[config.mk]
export PLATFORM = sky130hd
export DESIGN_NAME = sw_scan_ctrl
export DESIGN_NICKNAME = d
export VERILOG_FILES = /design/src/rtl/sw_scan_ctrl.sv
export SDC_FILE = /design/constraint.sdc
export NUM_CORES = 1
export LEC_CHECK = 0
export ABC_AREA = 1
export ABC_CLOCK_PERIOD_IN_PS = 2300
export BUFFER_PORTS_ARGS = -buffer_cell sky130_fd_sc_hd__buf_2
export CORE_ASPECT_RATIO = 1.75
export CORE_MARGIN = 2
export CORE_UTILIZATION = 40
export DETAILED_ROUTE_END_ITERATION = 10
export PLACE_DENSITY = 0.55
export SYNTH_ARGS = -nofsm -noshare
export SYNTH_HDL_FRONTEND = slang
export SYNTH_SLANG_ARGS = --single-unit
[constraint.sdc]
create_clock -name clk -period 2.3 [get_ports clk]
set_input_delay 0.115 -clock clk [delete_from_list [all_inputs] [get_ports clk]]
set_output_delay 0.115 -clock clk [all_outputs]
set_load 0.01 [all_outputs]
[src/rtl/sw_scan_ctrl.sv]
// Sliding-window scan controller: tracks the cell position in a COL_N x ROW_N
// frame and reports each window whose bottom-right corner is the current cell.
module sw_scan_ctrl #(
    parameter int unsigned COL_N    = 39,
    parameter int unsigned ROW_N    = 29,
    parameter int unsigned WIN_C    = 7,
    parameter int unsigned WIN_R    = 15,
    parameter int unsigned STRIDE_C = 1,
    parameter int unsigned STRIDE_R = 1,
    parameter int unsigned CW       = 6,
    parameter int unsigned RW       = 5,
    parameter int unsigned IW       = 11
) (
    input  logic          clk,
    input  logic          rst,
    input  logic          i_valid,
    input  logic          i_sync,
    output logic          o_valid,
    output logic [CW-1:0] o_col,
    output logic [RW-1:0] o_row,
    output logic [IW-1:0] o_idx,
    output logic          o_sof,
    output logic          o_eof
);

    localparam int unsigned PCW = (STRIDE_C > 1) ? $clog2(STRIDE_C) : 1;
    localparam int unsigned PRW = (STRIDE_R > 1) ? $clog2(STRIDE_R) : 1;

    localparam logic [CW-1:0]  COL_LAST = CW'(COL_N - 1);
    localparam logic [RW-1:0]  ROW_LAST = RW'(ROW_N - 1);
    localparam logic [CW-1:0]  WC_LAST  = CW'(WIN_C - 1);
    localparam logic [RW-1:0]  WR_LAST  = RW'(WIN_R - 1);
    localparam logic [PCW-1:0] PC_LAST  = PCW'(STRIDE_C - 1);
    localparam logic [PRW-1:0] PR_LAST  = PRW'(STRIDE_R - 1);

    logic [CW-1:0]  col_q, col_d, cur_col, ocol_q, ocol_d;
    logic [RW-1:0]  row_q, row_d, cur_row, orow_q, orow_d;
    logic [PCW-1:0] phc_q, phc_d, cur_phc;
    logic [PRW-1:0] phr_q, phr_d, cur_phr;
    logic [IW-1:0]  idx_q, idx_d, cur_idx, oidx_q, oidx_d;
    logic           valid_q, valid_d, sof_q, sof_d, eof_q, eof_d;
    logic           col_ok, row_ok, col_at_last, row_at_last;

    // Position bookkeeping and window-completion decode for the incoming cell
    always_comb begin
        cur_col     = i_sync ? '0 : col_q;
        cur_row     = i_sync ? '0 : row_q;
        cur_phc     = i_sync ? '0 : phc_q;
        cur_phr     = i_sync ? '0 : phr_q;
        cur_idx     = i_sync ? '0 : idx_q;
        col_d       = cur_col;
        row_d       = cur_row;
        phc_d       = cur_phc;
        phr_d       = cur_phr;
        idx_d       = cur_idx;
        ocol_d      = ocol_q;
        orow_d      = orow_q;
        oidx_d      = oidx_q;
        valid_d     = 1'b0;
        sof_d       = 1'b0;
        eof_d       = 1'b0;
        col_at_last = (cur_col == COL_LAST);
        row_at_last = (cur_row == ROW_LAST);
        col_ok      = (cur_col >= WC_LAST) && (cur_phc == '0);
        row_ok      = (cur_row >= WR_LAST) && (cur_phr == '0);

        if (i_valid) begin
            sof_d = (cur_col == '0) && (cur_row == '0);
            eof_d = col_at_last && row_at_last;
            if (col_ok && row_ok) begin
                valid_d = 1'b1;
                ocol_d  = CW'(cur_col - WC_LAST);
                orow_d  = RW'(cur_row - WR_LAST);
                oidx_d  = cur_idx;
                idx_d   = IW'(cur_idx + IW'(1));
            end
            if (eof_d) begin
                idx_d = '0;
            end
            // Phases start at the first column/row that can close a window
            if (col_at_last) begin
                col_d = '0;
                phc_d = '0;
                if (row_at_last) begin
                    row_d = '0;
                    phr_d = '0;
                end else begin
                    row_d = RW'(cur_row + RW'(1));
                    if (cur_row >= WR_LAST) begin
                        phr_d = (cur_phr == PR_LAST) ? '0 : PRW'(cur_phr + PRW'(1));
                    end else begin
                        phr_d = '0;
                    end
                end
            end else begin
                col_d = CW'(cur_col + CW'(1));
                if (cur_col >= WC_LAST) begin
                    phc_d = (cur_phc == PC_LAST) ? '0 : PCW'(cur_phc + PCW'(1));
                end else begin
                    phc_d = '0;
                end
            end
        end
    end

    always_ff @(posedge clk or posedge rst) begin
        if (rst) begin
            col_q   <= '0;
            row_q   <= '0;
            phc_q   <= '0;
            phr_q   <= '0;
            idx_q   <= '0;
            ocol_q  <= '0;
            orow_q  <= '0;
            oidx_q  <= '0;
            valid_q <= 1'b0;
            sof_q   <= 1'b0;
            eof_q   <= 1'b0;
        end else begin
            col_q   <= col_d;
            row_q   <= row_d;
            phc_q   <= phc_d;
            phr_q   <= phr_d;
            idx_q   <= idx_d;
            ocol_q  <= ocol_d;
            orow_q  <= orow_d;
            oidx_q  <= oidx_d;
            valid_q <= valid_d;
            sof_q   <= sof_d;
            eof_q   <= eof_d;
        end
    end

    assign o_valid = valid_q;
    assign o_col   = ocol_q;
    assign o_row   = orow_q;
    assign o_idx   = oidx_q;
    assign o_sof   = sof_q;
    assign o_eof   = eof_q;

endmodule

## Word-level counts from Yosys, hierarchy flattened

Index checks and enable logic that the tools add are counted.

| storage, ports and cells | value |
|---|---|
| word-level logic and storage cells | 58 |
| output and inout port bits | 25 |
| input port bits | 4 |
| memory bits (writable) | 0 |
| latch bits | 0 |
| ROM bits | 0 |
| memories | 0 |
| register bits after elaboration | 49 |

| cells by class | value |
|---|---|
| reductions and logical operators | 8 |
| equality and inequality tests | 2 |
| multiplexer cells | 26 |
| $lt $le $gt $ge | 2 |
| bitwise gates (word level) | 2 |
| $mul | 0 |
| shifts and indexed selects | 0 |
| divide/modulo/power cells | 0 |
| add/sub/neg operators | 7 |

Operator list:

| operator | number |
|---|---|
| $mux W11 | 4 |
| $mux W5 | 4 |
| $mux W6 | 3 |
| $mux W1 | 15 |
| $add A11 B1 Y11 const B | 1 |
| $add A6 B1 Y6 const B | 1 |
| $eq A6 B6 Y1 const B | 1 |
| $ge A6 B3 Y1 const B | 1 |
| $logic_not A6 Y1 | 1 |
| $sub A6 B3 Y6 const B | 1 |
| $add A5 B1 Y5 const B | 1 |
| $eq A5 B5 Y1 const B | 1 |
| $ge A5 B4 Y1 const B | 1 |
| $logic_and A1 B1 Y1 | 5 |
| $logic_not A5 Y1 | 1 |
| $sub A5 B4 Y5 const B | 1 |
| $add A1 B1 Y1 const B | 2 |
| $not A1 Y1 | 2 |
| $reduce_and A2 Y1 | 1 |

## Longest topological paths before layout

Gate-level depths: netlist (run 1).

| logic depth | value |
|---|---|
| depth after elaboration | 7 |
| depth in mapped cells | 18 |

## Worst setup path after synthesis (run 1)

Ideal clock, no wire load.

| timing | value |
|---|---|
| path type | in2reg |
| start | input i_sync |
| end | register orow_q[3] (netlist: o_row[3]) |
| data arrival time | 1.759 ns |
| cell stages on the path | 18 |
| library setup time | 0.118 ns |
| slack | 0.423 ns |
| cells stage by stage | buf_6 -> inv_8 -> buf_8 -> buf_6 -> nand2_1 -> inv_1 -> ha_1 -> nand2_1 -> nor2_2 -> nor2_1 -> nand2_1 -> nand3_4 -> nor2_4 -> inv_2 -> buf_6 -> buf_6 -> nand2_1 -> nand2_1 |

| on the way | value |
|---|---|
| longest elaborated chain between the ends | 5 |
| elaborated cells on any way between the ends | 13 |
| those cells by class | 1 x add/sub; 2 x order compare; 4 x mux; 2 x bitwise; 4 x reduce/logical |

Ends and longest elaborated chain:

| item | line | text |
|---|---|---|
| start, declared | 17 | `input logic i_sync,` |
| $mux W6 (tied with other cells) | 46 | `cur_col = i_sync ? '0 : col_q;` |
| $ge A6 B3 Y1 (tied with other cells) | 64 | `col_ok = (cur_col >= WC_LAST) && (cur_phc == '0);` |
| $logic_and A1 B1 Y1, on equally long branches | 64, 65 |  |
| $logic_and A1 B1 Y1 | 70 | `if (col_ok && row_ok) begin` |
| $reduce_and A2 Y1 (no source line) | - |  |
| end signal, assigned | 126 | `orow_q <= orow_d;` |
| end, declared | 37 | `logic [RW-1:0] row_q, row_d, cur_row, orow_q, orow_d;` |

Parallel ways exist; a longest one is shown, timed or not.
A chain may end at the register's enable or synchronous reset.

## Worst setup path after layout (run 1)

| timing | value |
|---|---|
| start | register row_q[1] |
| end | register oidx_q[8] (netlist: o_idx[8]) |

| on the way | value |
|---|---|
| longest elaborated chain between the ends | 5 |

Ends and longest elaborated chain:

| item | line | text |
|---|---|---|
| start, declared | 37 |  |
| start signal, assigned | 121 | `row_q <= row_d;` |
| $mux W5 | 47 | `cur_row = i_sync ? '0 : row_q;` |
| $ge A5 B4 Y1 | 65 | `row_ok = (cur_row >= WR_LAST) && (cur_phr == '0);` |
| $logic_and A1 B1 Y1 | 65 |  |
| $logic_and A1 B1 Y1 | 70 |  |
| $reduce_and A2 Y1 (no source line) | - |  |
| end signal, assigned | 127 | `oidx_q <= oidx_d;` |
| end, declared | 40 | `logic [IW-1:0] idx_q, idx_d, cur_idx, oidx_q, oidx_d;` |

Every way passes these cells.

==> run_summary.xml, run 1 <==
<?xml version="1.0" encoding="UTF-8"?>
<metrics>
  <group name="clock_network">
    <metric name="post_cts_setup_driven_buffer_insertion_count" unit="">0</metric>
    <metric name="cts-root-buf" unit="">sky130_fd_sc_hd__clkbuf_16</metric>
    <metric name="clock_path_buffers" unit="">2</metric>
    <metric name="cts.clk_slew.worst_paths" unit="ns">0.07</metric>
    <metric name="clkLatencyLatePin" unit="ns">0.29</metric>
    <metric name="cts_repair_resize_count" unit="">0</metric>
    <metric name="cts-buffers-inserted" unit="">5</metric>
    <metric name="htree_num_levels" unit="">2</metric>
    <metric name="cts.hold.buffers_added" unit="">1</metric>
    <metric name="cts_tree" unit="">yes</metric>
    <metric name="clock-sinks" unit="">49</metric>
  </group>
  <group name="sta">
    <metric name="timing.final.setup_violations" unit="">0</metric>
    <metric name="totalNegativeSetupSlack" unit="ns">0</metric>
    <metric name="timing.fmax" unit="MHz">482.1</metric>
    <metric name="final_number_of_max_transition_violations" unit="">0</metric>
    <metric name="period_share" unit="">0.9019</metric>
    <metric name="report.final.hold_viol_count" unit="">0</metric>
    <metric name="tightestPinTransition" unit="ns">0.6849</metric>
    <metric name="clock-skew-final" unit="ns">0.004879</metric>
    <metric name="hold-worst-slack" unit="ns">0.1884</metric>
    <metric name="timing.final.crit_period" unit="ns">2.074</metric>
    <metric name="worst_slew_margin_rel" unit="">0.5428</metric>
    <metric name="rsz0062_at_grt" unit="">false</metric>
  </group>
  <group name="layout">
    <metric name="finalNonFillerCells" unit="">466</metric>
    <metric name="fillerInstances" unit="">669</metric>
    <metric name="multiInputGateArea" unit="µm²">1242</metric>
    <metric name="fin_util" unit="">0.4751</metric>
    <metric name="final_net_count" unit="">395</metric>
    <metric name="synthToLayoutAreaGrowth" unit="%">14.53</metric>
    <metric name="register_area" unit="µm²">1226</metric>
    <metric name="diodes" unit="">0</metric>
    <metric name="post_route_cells_drive_above_1_share" unit="">0.1693</metric>
  </group>
  <group name="power">
    <metric name="net_switching" unit="W">0.0003883</metric>
    <metric name="power.share.clock" unit="">0.445</metric>
    <metric name="power.share.switching" unit="">0.2270</metric>
    <metric name="vdd_ir_max" unit="µV">360.1</metric>
    <metric name="power_density" unit="nW/µm²">550.6</metric>
    <metric name="combinationalPowerShare" unit="">0.046</metric>
    <metric name="internal-power" unit="W">0.001322</metric>
    <metric name="power_frac_seq" unit="">0.509</metric>
    <metric name="cellLeakagePower" unit="nW">1.743</metric>
  </group>
  <group name="route">
    <metric name="wire_per_inst" unit="µm">14.01</metric>
    <metric name="num_vias" unit="">2329</metric>
    <metric name="drcViolationCount" unit="">0</metric>
    <metric name="drt_wl_total" unit="µm">6528</metric>
    <metric name="detailed_route_iter0_violations" unit="">134</metric>
    <metric name="detailedRoute.firstPassIterationCount" unit="">4</metric>
    <metric name="via_per_inst" unit="">4.998</metric>
    <metric name="antenna_violating_nets_post_route" unit="">0</metric>
  </group>
  <group name="critical_path">
    <metric name="cp_slowest_stage_delay" unit="ns">0.38</metric>
    <metric name="worst_r2r_startpoint" unit="">row_q[1]</metric>
    <metric name="cp_common_cell" unit="">sky130_fd_sc_hd__nand3_4</metric>
    <metric name="crit_path_max_fanout" unit="">21</metric>
    <metric name="crit_path_end_kind" unit="">flip-flop</metric>
    <metric name="regToRegSetupSlack" unit="ns">0.23</metric>
    <metric name="crit_path_start_kind" unit="">flip-flop</metric>
    <metric name="critPathLaunch" unit="">row_q[1]</metric>
    <metric name="cp_data_arrival_time" unit="ns">2.24</metric>
    <metric name="timing_worst_setup_path_type" unit="">reg -&gt; reg</metric>
    <metric name="critical_path.cell_chain" unit="">inv_1, nor2_1, ha_1, nand4_1, nand3_4, nand3_4, nor2_4, inv_2, buf_4, nand2_1, o21ai_0</metric>
    <metric name="cell_type_of_the_slowest_stage_on_the_worst_timing_path" unit="">sky130_fd_sc_hd__dfrtp_1</metric>
    <metric name="worstPathRequired" unit="ns">2.46</metric>
  </group>
  <group name="grt">
    <metric name="maximum_number_of_pins_on_one_net_before_global_route_repair" unit="">32</metric>
    <metric name="grt_antenna_before_repair" unit="">0</metric>
    <metric name="grt_first_pass_wirelength" unit="µm">10770</metric>
    <metric name="grt_overflow_total" unit="">0</metric>
    <metric name="via_count_of_the_first_global_routing_pass" unit="">2291</metric>
    <metric name="global_route.usage.total" unit="">0.1890</metric>
  </group>
  <group name="run_status">
    <metric name="run_status" unit="">complete, no violations</metric>
  </group>
  <group name="placement">
    <metric name="port_buffers" unit="">28</metric>
    <metric name="detail_placement_hpwl" unit="µm">4936</metric>
    <metric name="gp_congestion" unit="">0.9119</metric>
    <metric name="total_placed_cells_including_tap_cells" unit="">457</metric>
  </group>
  <group name="synthesis">
    <metric name="synth_register_bits" unit="">49</metric>
    <metric name="netlist-cell-type-count" unit="">31</metric>
    <metric name="synth_cells" unit="">348</metric>
    <metric name="post_synth_main_area_contributors" unit="">sky130_fd_sc_hd__dfrtp_1 45%, sky130_fd_sc_hd__nand2_1 15%, sky130_fd_sc_hd__inv_1 5.1%</metric>
    <metric name="largest_area_contributor_in_the_synthesized_netlist" unit="">sky130_fd_sc_hd__dfrtp_1</metric>
    <metric name="syn_area_per_cell" unit="µm²">7.795</metric>
    <metric name="post_synth_instance_area" unit="µm²">2713</metric>
    <metric name="synth_sequential_area_ratio" unit="">0.4520</metric>
    <metric name="synth_top_cell_area_share" unit="">0.4520</metric>
    <metric name="synth.net_count" unit="">360</metric>
    <metric name="count_of_warnings_emitted_by_yosys" unit="">0</metric>
  </group>
  <group name="run">
    <metric name="cap_violations" unit="">0</metric>
  </group>
  <group name="floorplanning">
    <metric name="core" unit="µm²">6539</metric>
    <metric name="floorplan.initialDensity" unit="">0.4148</metric>
    <metric name="fp.dieArea" unit="µm²">7482</metric>
    <metric name="die_height" unit="µm">112.9</metric>
    <metric name="fp-row-count" unit="">39</metric>
    <metric name="ios" unit="">29</metric>
    <metric name="floorplan.die.width" unit="µm">66.25</metric>
  </group>
  <group name="worst_hold_path">
    <metric name="hold_start" unit="">i_valid</metric>
    <metric name="hp-class" unit="">in -&gt; reg</metric>
  </group>
</metrics>
registers in the layout, summed over array words and instances (netlist names):
| signal | count |
|---|---|
| o_row | 5 |
| o_col | 6 |
| phc_q | 1 |
| o_eof | 1 |
| phr_q | 1 |
| o_idx | 11 |
| row_q | 5 |
| o_valid | 1 |
| o_sof | 1 |
| idx_q | 11 |
| col_q | 6 |
cells by family (layout without fill, tap and decap cells):
logic type / count (synthesis) / after routing / synth area share
AO/OA/AOI/OAI: 34 / 34 / 0.07057
adder cells (fa/ha/maj): 8 / 8 / 0.03690
XOR/XNOR: 6 / 6 / 0.01937
flip-flops: 49 / 49 / 0.4520
AND/OR/NAND/NOR: 200 / 200 / 0.3312
buffers and inverters: 51 / 87 / 0.08994
per-layer routing:
layer,GRT usage,up-vias,part of all wire
met3,0.02883,17,0.020
met5,0,-,0
met1,0.2144,1081,0.41
li1,-,1196,-
met2,0.3247,35,0.54
met4,0.1129,0,0.037
critical path: cells and delay by family (launching register included):
family	cells	cell delay, ns
AOI/OAI and AO/OA	1	0.08
adders and majority gates	1	0.21
buffers and inverters	3	0.29
DFF	1	0.38
and+or+nand+nor	6	0.96
worst paths after layout:
| kind | end | depth (start not counted) |
|---|---|---|
| setup reg to reg | o_idx[8] | 11 |
| setup / recovery | o_idx[8] | 11 |
| max in group asynchronous | idx_q[6] | 4 |
| min in group asynchronous | o_eof | 3 |
| hold / removal | phc_q | 2 |
| hold reg to reg | o_idx[9] | 2 |
per-stage QoR:
step           total power, W  setup WS [ns]  area (µm²)
6_report             0.001711         0.2256        3107
5_1_grt              0.001766       0.004932        3107
3_3_place_gp        0.0009656         0.2973        2944
3_5_place_dp        0.0009654         0.2487        2944
2_1_floorplan       0.0009396         0.4230        2713
4_1_cts              0.001732         0.2350        3107
layout by cell type (no fill, tap or decap):
master                          instances
sky130_fd_sc_hd__nor4_1                 1
sky130_fd_sc_hd__nand3_1               25
sky130_fd_sc_hd__o21ai_2                3
sky130_fd_sc_hd__nor2_4                 2
sky130_fd_sc_hd__nor3_1                 4
sky130_fd_sc_hd__clkbuf_8               1
sky130_fd_sc_hd__inv_1                 36
sky130_fd_sc_hd__inv_2                  3
sky130_fd_sc_hd__nor2_2                 1
sky130_fd_sc_hd__dlygate4sd3_1          1
sky130_fd_sc_hd__nand4_2                1
sky130_fd_sc_hd__dfrtp_1               49
sky130_fd_sc_hd__nor2_1                37
sky130_fd_sc_hd__or2_2                  1
sky130_fd_sc_hd__xnor2_1                1
sky130_fd_sc_hd__buf_2                 28
sky130_fd_sc_hd__inv_8                  1
sky130_fd_sc_hd__clkbuf_16              5
sky130_fd_sc_hd__nand4_1               13
sky130_fd_sc_hd__nand2_2                5
sky130_fd_sc_hd__nand2_1              106
sky130_fd_sc_hd__clkinv_2               1
sky130_fd_sc_hd__nand3b_1               1
sky130_fd_sc_hd__xor2_1                 5
sky130_fd_sc_hd__nor3b_1                1
sky130_fd_sc_hd__o21ai_0               18
sky130_fd_sc_hd__a21oi_1                8
sky130_fd_sc_hd__o211ai_1               1
sky130_fd_sc_hd__nand3_4                2
sky130_fd_sc_hd__o22ai_1                2
sky130_fd_sc_hd__o31ai_1                2
sky130_fd_sc_hd__buf_4                 10
sky130_fd_sc_hd__ha_1                   8
sky130_fd_sc_hd__clkinv_4               1
power by group through the flow:
stage               registers, W  clock network, W  logic (W)
floorplan               0.000887                 0  0.0000528
global placement        0.000887                 0  0.0000784
detailed placement      0.000887                 0  0.0000785
CTS                     0.000870          0.000780  0.0000810
global route            0.000870          0.000806  0.0000889
finish                  0.000871          0.000761  0.0000790
synth_stat cells, drive strengths merged:
master and instances:
a21oi 8, buf 8, clkbuf 3, dfrtp 49, ha 8, inv 40, nand2 111, nand3 27
nand3b 1, nand4 14, nor2 40, nor3 4, nor3b 1, nor4 1, o211ai 1, o21ai 21
o22ai 2, o31ai 2, or2 1, xnor2 1, xor2 5
layout make-up:
class                   instances  share of cell area
clock inverters                 2            0.004430
repair buffers                 39             0.07249
clock buffers                   6             0.04470
inverters                      40             0.05074
flip-flops and latches         49              0.3947
well taps                      82             0.03302
multi-input cells             248              0.3999
(Power assumes the default switching activity.)
==> run 2: changes to the inputs <==
--- a/config.mk
+++ b/config.mk
@@ -7,12 +7,14 @@
 export LEC_CHECK = 0
 export ABC_AREA = 1
 export ABC_CLOCK_PERIOD_IN_PS = 2300
-export BUFFER_PORTS_ARGS = -buffer_cell sky130_fd_sc_hd__buf_2
+export BUFFER_PORTS_ARGS = -buffer_cell sky130_fd_sc_hd__buf_4
+export CELL_PAD_IN_SITES_DETAIL_PLACEMENT = 0
+export CELL_PAD_IN_SITES_GLOBAL_PLACEMENT = 2
 export CORE_ASPECT_RATIO = 1.75
 export CORE_MARGIN = 2
-export CORE_UTILIZATION = 40
+export CORE_UTILIZATION = 34
 export DETAILED_ROUTE_END_ITERATION = 10
-export PLACE_DENSITY = 0.55
+export PLACE_DENSITY = 0.75
 export SYNTH_ARGS = -nofsm -noshare
 export SYNTH_HDL_FRONTEND = slang
 export SYNTH_SLANG_ARGS = --single-unit
==> run 2 against run 1 <==
Effect of this change: setup slack improved by 0.024 ns; sequential cell count did not move; count of clock-buffer cells in the layout rose by 1; clock power fell by 2%; final cell count rose by 1.7%; routed wire length rose by 13%; total power fell by 0.88%; worst hold slack got worse by 0.033 ns; critical endpoint unchanged; largest cell class unchanged.
==> run_summary.xml, run 2 (synthesized netlist as in run 1, its figures left out) <==
<?xml version="1.0" encoding="UTF-8"?>
<metrics>
  <group name="sta">
    <metric name="rsz0062_at_grt" unit="">false</metric>
    <metric name="tightestPinTransition" unit="ns">0.5961</metric>
    <metric name="report.final.hold_viol_count" unit="">0</metric>
    <metric name="timing.fmax" unit="MHz">487.7</metric>
    <metric name="totalNegativeSetupSlack" unit="ns">0</metric>
    <metric name="period_share" unit="">0.8914</metric>
    <metric name="final_worst_setup_slack" unit="ns">0.2497</metric>
    <metric name="worst_slew_margin_rel" unit="">0.6021</metric>
    <metric name="final_number_of_max_transition_violations" unit="">0</metric>
    <metric name="timing.final.crit_period" unit="ns">2.050</metric>
    <metric name="clock-skew-final" unit="ns">0.004603</metric>
    <metric name="timing.final.setup_violations" unit="">0</metric>
  </group>
  <group name="route">
    <metric name="detailed_route_iter0_violations" unit="">155</metric>
    <metric name="antenna_violating_nets_post_route" unit="">0</metric>
    <metric name="num_vias" unit="">2362</metric>
    <metric name="via_per_inst" unit="">4.983</metric>
    <metric name="drcViolationCount" unit="">0</metric>
    <metric name="wire_per_inst" unit="µm">15.50</metric>
    <metric name="drt_wl_total" unit="µm">7348</metric>
    <metric name="detailedRoute.firstPassIterationCount" unit="">4</metric>
  </group>
  <group name="clock_network">
    <metric name="htree_num_levels" unit="">2</metric>
    <metric name="post_cts_setup_driven_buffer_insertion_count" unit="">0</metric>
    <metric name="clkLatencyLatePin" unit="ns">0.29</metric>
    <metric name="cts.hold.buffers_added" unit="">1</metric>
    <metric name="cts_repair_resize_count" unit="">0</metric>
    <metric name="cts_tree" unit="">yes</metric>
    <metric name="cts-root-buf" unit="">sky130_fd_sc_hd__clkbuf_16</metric>
    <metric name="cts-buffers-inserted" unit="">5</metric>
    <metric name="clock-sinks" unit="">49</metric>
    <metric name="cts.clk_slew.worst_paths" unit="ns">0.06</metric>
    <metric name="clock_path_buffers" unit="">2</metric>
  </group>
  <group name="critical_path">
    <metric name="timing.rr.end" unit="">o_idx[8]</metric>
    <metric name="worstPathBufferInverterCount" unit="">3</metric>
    <metric name="worstPathRequired" unit="ns">2.46</metric>
    <metric name="crit_path_start_kind" unit="">flip-flop</metric>
    <metric name="cp_data_arrival_time" unit="ns">2.21</metric>
    <metric name="worst_r2r_startpoint" unit="">row_q[1]</metric>
    <metric name="critical_path.cell_chain" unit="">inv_1, nor2_1, ha_1, nand4_1, nand3_4, nand3_4, nor2_4, inv_2, buf_4, nand2_1, o21ai_0</metric>
    <metric name="regToRegSetupSlack" unit="ns">0.25</metric>
    <metric name="crit_path_max_fanout" unit="">20</metric>
    <metric name="crit_path_end_kind" unit="">flip-flop</metric>
    <metric name="timing_worst_setup_path_type" unit="">reg -&gt; reg</metric>
    <metric name="cp_slowest_stage_delay" unit="ns">0.38</metric>
    <metric name="worstRegToRegCells" unit="">11</metric>
    <metric name="cell_type_of_the_slowest_stage_on_the_worst_timing_path" unit="">sky130_fd_sc_hd__dfrtp_1</metric>
    <metric name="path_delay_family" unit="">simple AND/OR/NAND/NOR gates</metric>
    <metric name="cp_common_cell" unit="">sky130_fd_sc_hd__nand3_4</metric>
  </group>
  <group name="layout">
    <metric name="fillerInstances" unit="">837</metric>
    <metric name="layout.cells.most_common" unit="">sky130_fd_sc_hd__nand2_1</metric>
    <metric name="synthToLayoutAreaGrowth" unit="%">17.39</metric>
    <metric name="final_net_count" unit="">396</metric>
    <metric name="post_route_cells_drive_above_1_share" unit="">0.1667</metric>
    <metric name="diodes" unit="">0</metric>
    <metric name="layout.cells.most_common_list" unit="">106 x sky130_fd_sc_hd__nand2_1, 49 x sky130_fd_sc_hd__dfrtp_1, 39 x sky130_fd_sc_hd__buf_4, 37 x sky130_fd_sc_hd__nor2_1, 36 x sky130_fd_sc_hd__inv_1</metric>
  </group>
  <group name="run">
    <metric name="cap_violations" unit="">0</metric>
  </group>
  <group name="placement">
    <metric name="gp_congestion" unit="">0.8241</metric>
    <metric name="detail_placement_hpwl" unit="µm">5418</metric>
    <metric name="port_buffers" unit="">28</metric>
    <metric name="dpl_worst_slack" unit="ns">0.2271</metric>
  </group>
  <group name="worst_hold_path">
    <metric name="hp-class" unit="">in -&gt; reg</metric>
    <metric name="timing.hold.worst_path_depth" unit="">2</metric>
    <metric name="hold_start" unit="">i_valid</metric>
    <metric name="timing.hold.worst_endpoint" unit="">phc_q</metric>
  </group>
  <group name="floorplanning">
    <metric name="floorplan.die.width" unit="µm">71.52</metric>
    <metric name="floorplan.initialDensity" unit="">0.3453</metric>
    <metric name="core" unit="µm²">7855</metric>
    <metric name="ios" unit="">29</metric>
    <metric name="die_height" unit="µm">122.2</metric>
    <metric name="fp.dieArea" unit="µm²">8737</metric>
    <metric name="fp-row-count" unit="">43</metric>
  </group>
  <group name="run_status">
    <metric name="run_status" unit="">complete, no violations</metric>
  </group>
  <group name="grt">
    <metric name="global_route.usage.total" unit="">0.1867</metric>
    <metric name="maximum_number_of_pins_on_one_net_before_global_route_repair" unit="">26</metric>
    <metric name="grt_antenna_before_repair" unit="">0</metric>
    <metric name="grt_overflow_total" unit="">0</metric>
    <metric name="grt_first_pass_wirelength" unit="µm">12250</metric>
    <metric name="via_count_of_the_first_global_routing_pass" unit="">2406</metric>
  </group>
  <group name="power">
    <metric name="power_density" unit="nW/µm²">532.5</metric>
    <metric name="cellLeakagePower" unit="nW">1.742</metric>
    <metric name="vdd_ir_max" unit="µV">291.0</metric>
  </group>
</metrics>
run 2: how the worst max path moves through the flow:
| stage | endpoint | slack [ns] | startpoint | depth (start not counted) |
|---|---|---|---|---|
| 2_1_floorplan | o_row[3] | 0.42 | i_sync | 18 |
| 3_3_place_gp | idx_q[4] | 0.26 | row_q[0] | 9 |
| 3_5_place_dp | o_idx[8] | 0.23 | row_q[1] | 11 |
| 4_1_cts | o_idx[8] | 0.21 | row_q[1] | 11 |
| 5_1_grt | o_col[5] | 0.04 | row_q[1] | 10 |
| 6_report | o_idx[8] | 0.25 | row_q[1] | 11 |
run 2: final cells by class:
cell class / count / area [µm²] / share of cell area
Clock buffer: 7 / 142.6 / 0.04479
Inverter: 40 / 157.7 / 0.04951
Multi-Input combinational cell: 248 / 1242 / 0.3902
Sequential cell: 49 / 1226 / 0.3851
Tap cell: 90 / 112.6 / 0.03536
Timing Repair Buffer: 40 / 302.8 / 0.09509
run 2: layer usage:
layer / vias to the layer above / global-route usage / wire, µm
li1: 1184 / - / -
met4: 0 / 0.08137 / 206
met1: 1117 / 0.2107 / 2845
met3: 16 / 0.02730 / 223
met5: - / 0 / 0
met2: 45 / 0.3409 / 4072
run 2: stage by stage:
step / cell area (µm²) / utilization / std cells / hold WS, ns / power, W
6_report: 3184 / 0.4054 / 474 / 0.1550 / 0.001696
5_1_grt: 3184 / 0.4054 / 474 / 0.1559 / 0.001761
4_1_cts: 3184 / 0.4054 / 474 / 0.1404 / 0.001726
3_5_place_dp: 3032 / 0.3860 / 466 / 0.005770 / 0.0009710
3_3_place_gp: 3032 / 0.3860 / 466 / 0.006710 / 0.0009711
2_1_floorplan: 2713 / - / 348 / 0.3137 / 0.0009396
run 2: where the power goes:
part / leakage [nW] / internal (W) / switching [W]
Clock: 0.0700 / 0.000428 / 0.000314
Combinational: 0.992 / 0.0000241 / 0.0000588
Sequential: 0.680 / 0.000868 / 0.00000335
Total: 1.74 / 0.00132 / 0.000376
